### config.mk
export PLATFORM = sky130hd
export DESIGN_NAME = contour_bin_reader
export DESIGN_NICKNAME = d
export VERILOG_FILES = /design/src/rtl/contour_bin_reader.sv
export SDC_FILE = /design/constraint.sdc
export NUM_CORES = 1
export LEC_CHECK = 0
export BUFFER_PORTS_ARGS = -buffer_cell sky130_fd_sc_hd__buf_2
export CORE_MARGIN = 3
export CORE_UTILIZATION = 50
export DETAILED_ROUTE_END_ITERATION = 10
export MAX_ROUTING_LAYER = met4
export PLACE_DENSITY = 0.75
export SLEW_MARGIN = 20
export SYNTH_ARGS = -nofsm -noshare
export SYNTH_HDL_FRONTEND = slang
export SYNTH_SLANG_ARGS = --single-unit
### constraint.sdc
create_clock -name clk -period 3.2 [get_ports clk]
set_clock_uncertainty 0.1 [all_clocks]
set_input_delay 0.96 -clock clk [delete_from_list [all_inputs] [get_ports clk]]
set_output_delay 0.96 -clock clk [all_outputs]
set_load 0.02 [all_outputs]
### src/rtl/contour_bin_reader.sv
// Raster-scans a rectangle of the 3-bit bin-map BRAM and streams non-zero pixels as (x, y, bin) tokens.
// Optional per-bin histogram counters are compiled in when BIN_HIST_EN is defined.
module contour_bin_reader #(
    parameter int H_RES    = 640,
    parameter int READ_LAT = 2
) (
    input  logic        clk,
    input  logic        reset_n,
    input  logic        start,
    input  logic [9:0]  x_min,
    input  logic [9:0]  x_max,
    input  logic [8:0]  y_min,
    input  logic [8:0]  y_max,
    output logic [18:0] addr,
    output logic        en,
    output logic        we,
    input  logic [2:0]  edge_in,
    output logic        pix_valid,
    input  logic        pix_ready,
    output logic [9:0]  pix_x,
    output logic [8:0]  pix_y,
    output logic [2:0]  pix_bin,
    output logic        busy,
    output logic        done,
`ifdef BIN_HIST_EN
    input  logic [2:0]  hist_sel,
    output logic [18:0] hist_count,
`endif
    output logic [2:0]  dbg_state
);

    // Token handshake: a token transfers on any rising edge where pix_valid && pix_ready;
    // pix_x/pix_y/pix_bin stay stable from pix_valid rising until that transfer.

    typedef enum logic [2:0] {
        S_IDLE  = 3'd0,
        S_ISSUE = 3'd1,
        S_WAIT  = 3'd2,
        S_CHECK = 3'd3,
        S_OUT   = 3'd4,
        S_FIN   = 3'd5
    } state_t;

    localparam int WAIT_W    = (READ_LAT > 2) ? $clog2(READ_LAT - 1) : 1;
    localparam int WAIT_LAST = (READ_LAT > 2) ? (READ_LAT - 2) : 0;

    state_t              state_q;
    logic [9:0]          x_q, x_min_q, x_max_q;
    logic [8:0]          y_q, y_min_q, y_max_q;
    logic [18:0]         addr_q;
    logic                en_q;
    logic                pix_valid_q;
    logic [9:0]          pix_x_q;
    logic [8:0]          pix_y_q;
    logic [2:0]          pix_bin_q;
    logic                busy_q;
    logic                done_q;
    logic [WAIT_W-1:0]   wait_cnt_q;

    logic [9:0]          adv_x_d;
    logic [8:0]          adv_y_d;
    logic                adv_last_d;
    logic [18:0]         addr_d;
    logic                start_ok;

    always_comb begin
        adv_x_d    = x_q + 10'd1;
        adv_y_d    = y_q;
        adv_last_d = 1'b0;
        if (x_q == x_max_q) begin
            adv_x_d    = x_min_q;
            adv_y_d    = y_q + 9'd1;
            adv_last_d = (y_q == y_max_q);
        end
        addr_d = 19'(y_q) * 19'(H_RES) + 19'(x_q);
    end

    // A start arriving while done is still high is dropped so a caller cannot re-arm on the pulse.
    assign start_ok = (state_q == S_IDLE) && start && !done_q;

    always_ff @(posedge clk or negedge reset_n) begin
        if (!reset_n) begin
            state_q     <= S_IDLE;
            x_q         <= '0;
            y_q         <= '0;
            x_min_q     <= '0;
            x_max_q     <= '0;
            y_min_q     <= '0;
            y_max_q     <= '0;
            addr_q      <= '0;
            en_q        <= 1'b0;
            pix_valid_q <= 1'b0;
            pix_x_q     <= '0;
            pix_y_q     <= '0;
            pix_bin_q   <= '0;
            busy_q      <= 1'b0;
            done_q      <= 1'b0;
            wait_cnt_q  <= '0;
        end else begin
            done_q <= 1'b0;
            case (state_q)
                S_IDLE: begin
                    if (start_ok) begin
                        x_min_q <= x_min;
                        x_max_q <= x_max;
                        y_min_q <= y_min;
                        y_max_q <= y_max;
                        x_q     <= x_min;
                        y_q     <= y_min;
                        busy_q  <= 1'b1;
                        if ((x_min > x_max) || (y_min > y_max)) begin
                            state_q <= S_FIN;
                        end else begin
                            state_q <= S_ISSUE;
                        end
                    end
                end
                S_ISSUE: begin
                    addr_q     <= addr_d;
                    en_q       <= 1'b1;
                    wait_cnt_q <= '0;
                    if (READ_LAT == 1) begin
                        state_q <= S_CHECK;
                    end else begin
                        state_q <= S_WAIT;
                    end
                end
                S_WAIT: begin
                    if (wait_cnt_q == WAIT_W'(WAIT_LAST)) begin
                        state_q <= S_CHECK;
                    end else begin
                        wait_cnt_q <= wait_cnt_q + 1'b1;
                    end
                end
                S_CHECK: begin
                    en_q <= 1'b0;
                    if (edge_in != 3'd0) begin
                        pix_x_q     <= x_q;
                        pix_y_q     <= y_q;
                        pix_bin_q   <= edge_in;
                        pix_valid_q <= 1'b1;
                        state_q     <= S_OUT;
                    end else begin
                        x_q <= adv_x_d;
                        y_q <= adv_y_d;
                        if (adv_last_d) begin
                            state_q <= S_FIN;
                        end else begin
                            state_q <= S_ISSUE;
                        end
                    end
                end
                S_OUT: begin
                    if (pix_ready) begin
                        pix_valid_q <= 1'b0;
                        x_q         <= adv_x_d;
                        y_q         <= adv_y_d;
                        if (adv_last_d) begin
                            state_q <= S_FIN;
                        end else begin
                            state_q <= S_ISSUE;
                        end
                    end
                end
                S_FIN: begin
                    done_q  <= 1'b1;
                    busy_q  <= 1'b0;
                    state_q <= S_IDLE;
                end
                default: begin
                    state_q <= S_IDLE;
                end
            endcase
        end
    end

    assign addr      = addr_q;
    assign en        = en_q;
    assign we        = 1'b0;
    assign pix_valid = pix_valid_q;
    assign pix_x     = pix_x_q;
    assign pix_y     = pix_y_q;
    assign pix_bin   = pix_bin_q;
    assign busy      = busy_q;
    assign done      = done_q;
    assign dbg_state = state_q;

`ifdef BIN_HIST_EN
    logic [18:0] hist_q [8];
    logic [18:0] hist_count_q;

    // Every sampled pixel is counted, bin 0 included, so the totals cover the whole region.
    always_ff @(posedge clk or negedge reset_n) begin
        if (!reset_n) begin
            for (int i = 0; i < 8; i++) begin
                hist_q[i] <= '0;
            end
            hist_count_q <= '0;
        end else begin
            if (start_ok) begin
                for (int i = 0; i < 8; i++) begin
                    hist_q[i] <= '0;
                end
            end else if (state_q == S_CHECK) begin
                hist_q[edge_in] <= hist_q[edge_in] + 19'd1;
            end
            hist_count_q <= hist_q[hist_sel];
        end
    end

    assign hist_count = hist_count_q;
`endif

endmodule

==> flow_summary_export.csv <==
group,metric,value,unit
grt,grt_max_degree,65,
routing,drtIter0Drc,303,
synth,synth-seq-cells,96,
clock_network,clockRootBuffer,"clkbuf_8",
finish,final_area,6447,um2
timing,setup_tns,0,ns
synth,synth.area.top_cells,"dfrtp_1 43%, mux2_2 10%, ha_1 8.5%",
synth,synth_cell_type_count,60,
grt,antenna_found_initial,0,
synth,avgSynthCellArea,10.10,um2
timing,max_slew_margin,35.13,%
pwr,ir_worst_vdd,0.5615,mV
routing,wl,12950,um
floorplanning,rows,38,
finish,nFillCells,942,
grt,globalRouteOverflowTotal,0,
setup_path,crit_family,"adder cells",
timing,fin_crit_sh,94.48,%
routing,vias,4417,
clock_network,numCtsBuffers,9,
clock_network,h-tree-depth,3,
synth,ys.flop_type,"dfrtp_1",
finish,final_common_cell,"dfrtp_1",
synth,ys_seq_area_share,42.84,%
floorplanning,start_util,51.51,%
setup_path,rr_worst_depth,10,
setup_path,cp.required,3.32,ns
setup_path,critPathMaxFanout,8,
setup_path,crit_slowest_cell,"dfrtp_1",
setup_path,end_kind,"flip-flop",
synth,synth_warnings,0,
routing,routed.top_layer,"met4",
setup_path,cp_common_cell,"ha_1",
placement,place_area,6248,um2
placement,gp_congestion,0.8401,
timing,max_clock_freq,330.8,MHz
placement,place_hpwl,9712,um
setup_path,worst-path-buf-inv,1,
floorplanning,pin_count,94,
clock_network,clock_path_buffers,2,
synth,synth_edf_count,0,
finish,antennaDiodeCount,0,
setup_path,r2r_slack,0.18,ns
status,status,"complete, no violations",
finish,drive_gt1_share,29.12,%
pwr,power_leakage,3.076,nW
worst_hold_path,worstHoldPathType,"flip-flop to flip-flop",
clock_network,numClockSinks,96,
setup_path,start_kind,"flip-flop",
grt,grt_pass1_vias,4427,
routing,wl_met1,6082,um
clock_network,clock_latency,0.37,ns
setup_path,cpPeakStageDelay,0.50,ns
floorplanning,die_x,111.9,um
finish,area_growth,14.97,%
floorplanning,die_area,12520,um2
routing,ant_nets,0,
synth,yosys.area.top_type,"dfrtp_1",
routing,wl_per_cell,16.41,um
finish,multiInputGateArea,2990,um2
clock_network,cts_tree,"built",
routing,dr.pass1.iters,6,
timing,setup_viol,0,
routing,post-route-drc-count,0,
setup_path,crit_arrival,3.14,ns
finish,mostFrequentLayoutCells,"96 x dfrtp_1, 91 x buf_2, 81 x nand2_1, 50 x mux2_2, 38 x ha_1",
finish,nNetsFinal,730,
floorplanning,core-area,10890,um2
setup_path,crit_start,"y_q[2]",
synth,synthCells,555,
timing,tightest_slew,0.9731,ns
grt,grt_pass1_wl,21780,um
synth,yosys.area.top_type_share,42.84,%
synth,synth_fp_nets,640,
setup_path,crit_chain,"ha_1 > ha_1 > fa_1 > a211oi_2 > o21ai_0 > a221oi_1 > buf_4 > nand4_1 > xnor2_1 > o21ai_1",
timing,drv_slew,0,
timing,layout_min_cycle_time,3.023,ns
routing,route.met2.wl,5977,um
timing,hold_ws,0.3805,ns
setup_path,endpoint,"addr[17]",
finish,seqCellArea,2402,um2
setup_path,worstReg2RegStart,"y_q[2]",
timing,rsz0062_at_grt,"false",
flow_run,max-cap-violations,0,
routing,avgViaCountPerCell,5.598,
clock_network,cts.clk_slew.worst_paths,0.09,ns
synth,syn_area,5608,um2
routing,met3_length,600,um
floorplanning,die_y,111.9,um
grt,grt_usage,21.96,%
pwr,p_per_area,1277,nW/um2
placement,port_buffers,92,
setup_path,critPathKind,"flip-flop to flip-flop",
timing,final-hold-violation-count,0,
setup_path,r2r_end,"addr[17]",
setup_path,worst-path-stages,10,
worst_hold_path,hold_depth,2,
synth,async_flop_share,100.0,%
==> what timing repair did <==
item | in CTS | in global routing
gates resized for setup | 0 | 1
hold buffers | 0 | 0
endpoints found under the setup margin | 0 | 2
buffers inserted | 0 | 0
==> layer usage <==
layer	up-vias	global-route usage (%)
met4	0	8.759
met3	23	3.261
li1	2116	-
met1	2167	30.42
met5	-	-
met2	111	32.65
==> cell families (layout without fill, tap and decap cells) <==
family                   Yosys count  count (layout)  share of synthesized area [%]
adder cells (fa/ha/maj)           40              40                          9.192
AO/OA/AOI/OAI                    101             101                          12.27
XOR/XNOR                          40              40                          6.716
buffers and inverters             55             149                          4.083
multiplexers                      52              52                          10.40
flip-flops                        96              96                          42.84
other                              1               1                        0.06687
AND/OR/NAND/NOR                  170             170                          14.44
==> worst min-delay path by stage <==
stage	slack, ns	startpoint	end
floorplan	0.38	x_min_q[1]	x_min_q[1]
global placement	0.36	addr[1]	addr[1]
detailed placement	0.36	addr[6]	addr[6]
CTS	0.38	addr[4]	addr[4]
global route	0.40	addr[4]	addr[4]
finish	0.38	addr[0]	addr[0]
==> area by class of cell <==
type	instances	share of cell area, %
clock buffer	10	2.135
clock inverter	5	0.8733
inverter	28	1.630
multi-input combinational	404	46.38
sequential	96	37.26
tap	140	2.717
timing repair buffer	106	9.004
==> power breakdown <==
| part | switching, mW | total [mW] | internal [mW] |
|---|---|---|---|
| combinational | 2.79 | 4.97 | 2.18 |
| sequential | 0.609 | 2.45 | 1.84 |
| clock | 0.431 | 0.809 | 0.379 |
| total | 3.83 | 8.23 | 4.40 |
==> metrics by stage <==
| step | utilization, % | power [mW] | cells | worst slack, ns |
|---|---|---|---|---|
| 4_1_cts | 59.17 | 8.244 | 789 | 0.09533 |
| 3_5_place_dp | 57.39 | 7.404 | 774 | 0.1539 |
| 6_report | 59.22 | 8.234 | 789 | 0.1768 |
| 2_1_floorplan | - | 6.135 | 555 | 0.2576 |
| 5_1_grt | 59.22 | 8.923 | 789 | 0.01780 |
| 3_3_place_gp | 57.39 | 7.217 | 774 | 0.2678 |
==> synth_stat cells (all sizes together) (2+ instances only) <==
cell / number
a211oi: 3
a21o: 11
a21oi: 20
a221oi: 3
a31oi: 10
and3: 2
buf: 12
clkbuf: 15
dfrtp: 96
fa: 2
ha: 38
inv: 28
mux2: 50
mux2i: 2
nand2: 81
nand2b: 4
nand3: 17
nand4: 7
nor2: 29
nor2b: 4
nor3: 8
nor4: 6
o211ai: 11
o21a: 2
o21ai: 25
o22ai: 3
o31ai: 3
or2: 4
or3: 4
xnor2: 15
xor2: 25
==> state kept, by name, summed over array words and instances (netlist names) <==
signal     count
addr          19
pix_x         10
x_max_q       10
x_min_q       10
x_q           10
pix_y          9
y_max_q        9
y_q            9
dbg_state      3
pix_bin        3
busy           1
done           1
en             1
pix_valid      1
==> tightest hold or removal path, stage by stage, from the launching register on <==
cell,delay [ns]
dfrtp_1,0.35
nand2_1,0.05
nand2_1,0.05
No activity file was read; power rests on OpenSTA's default activity.
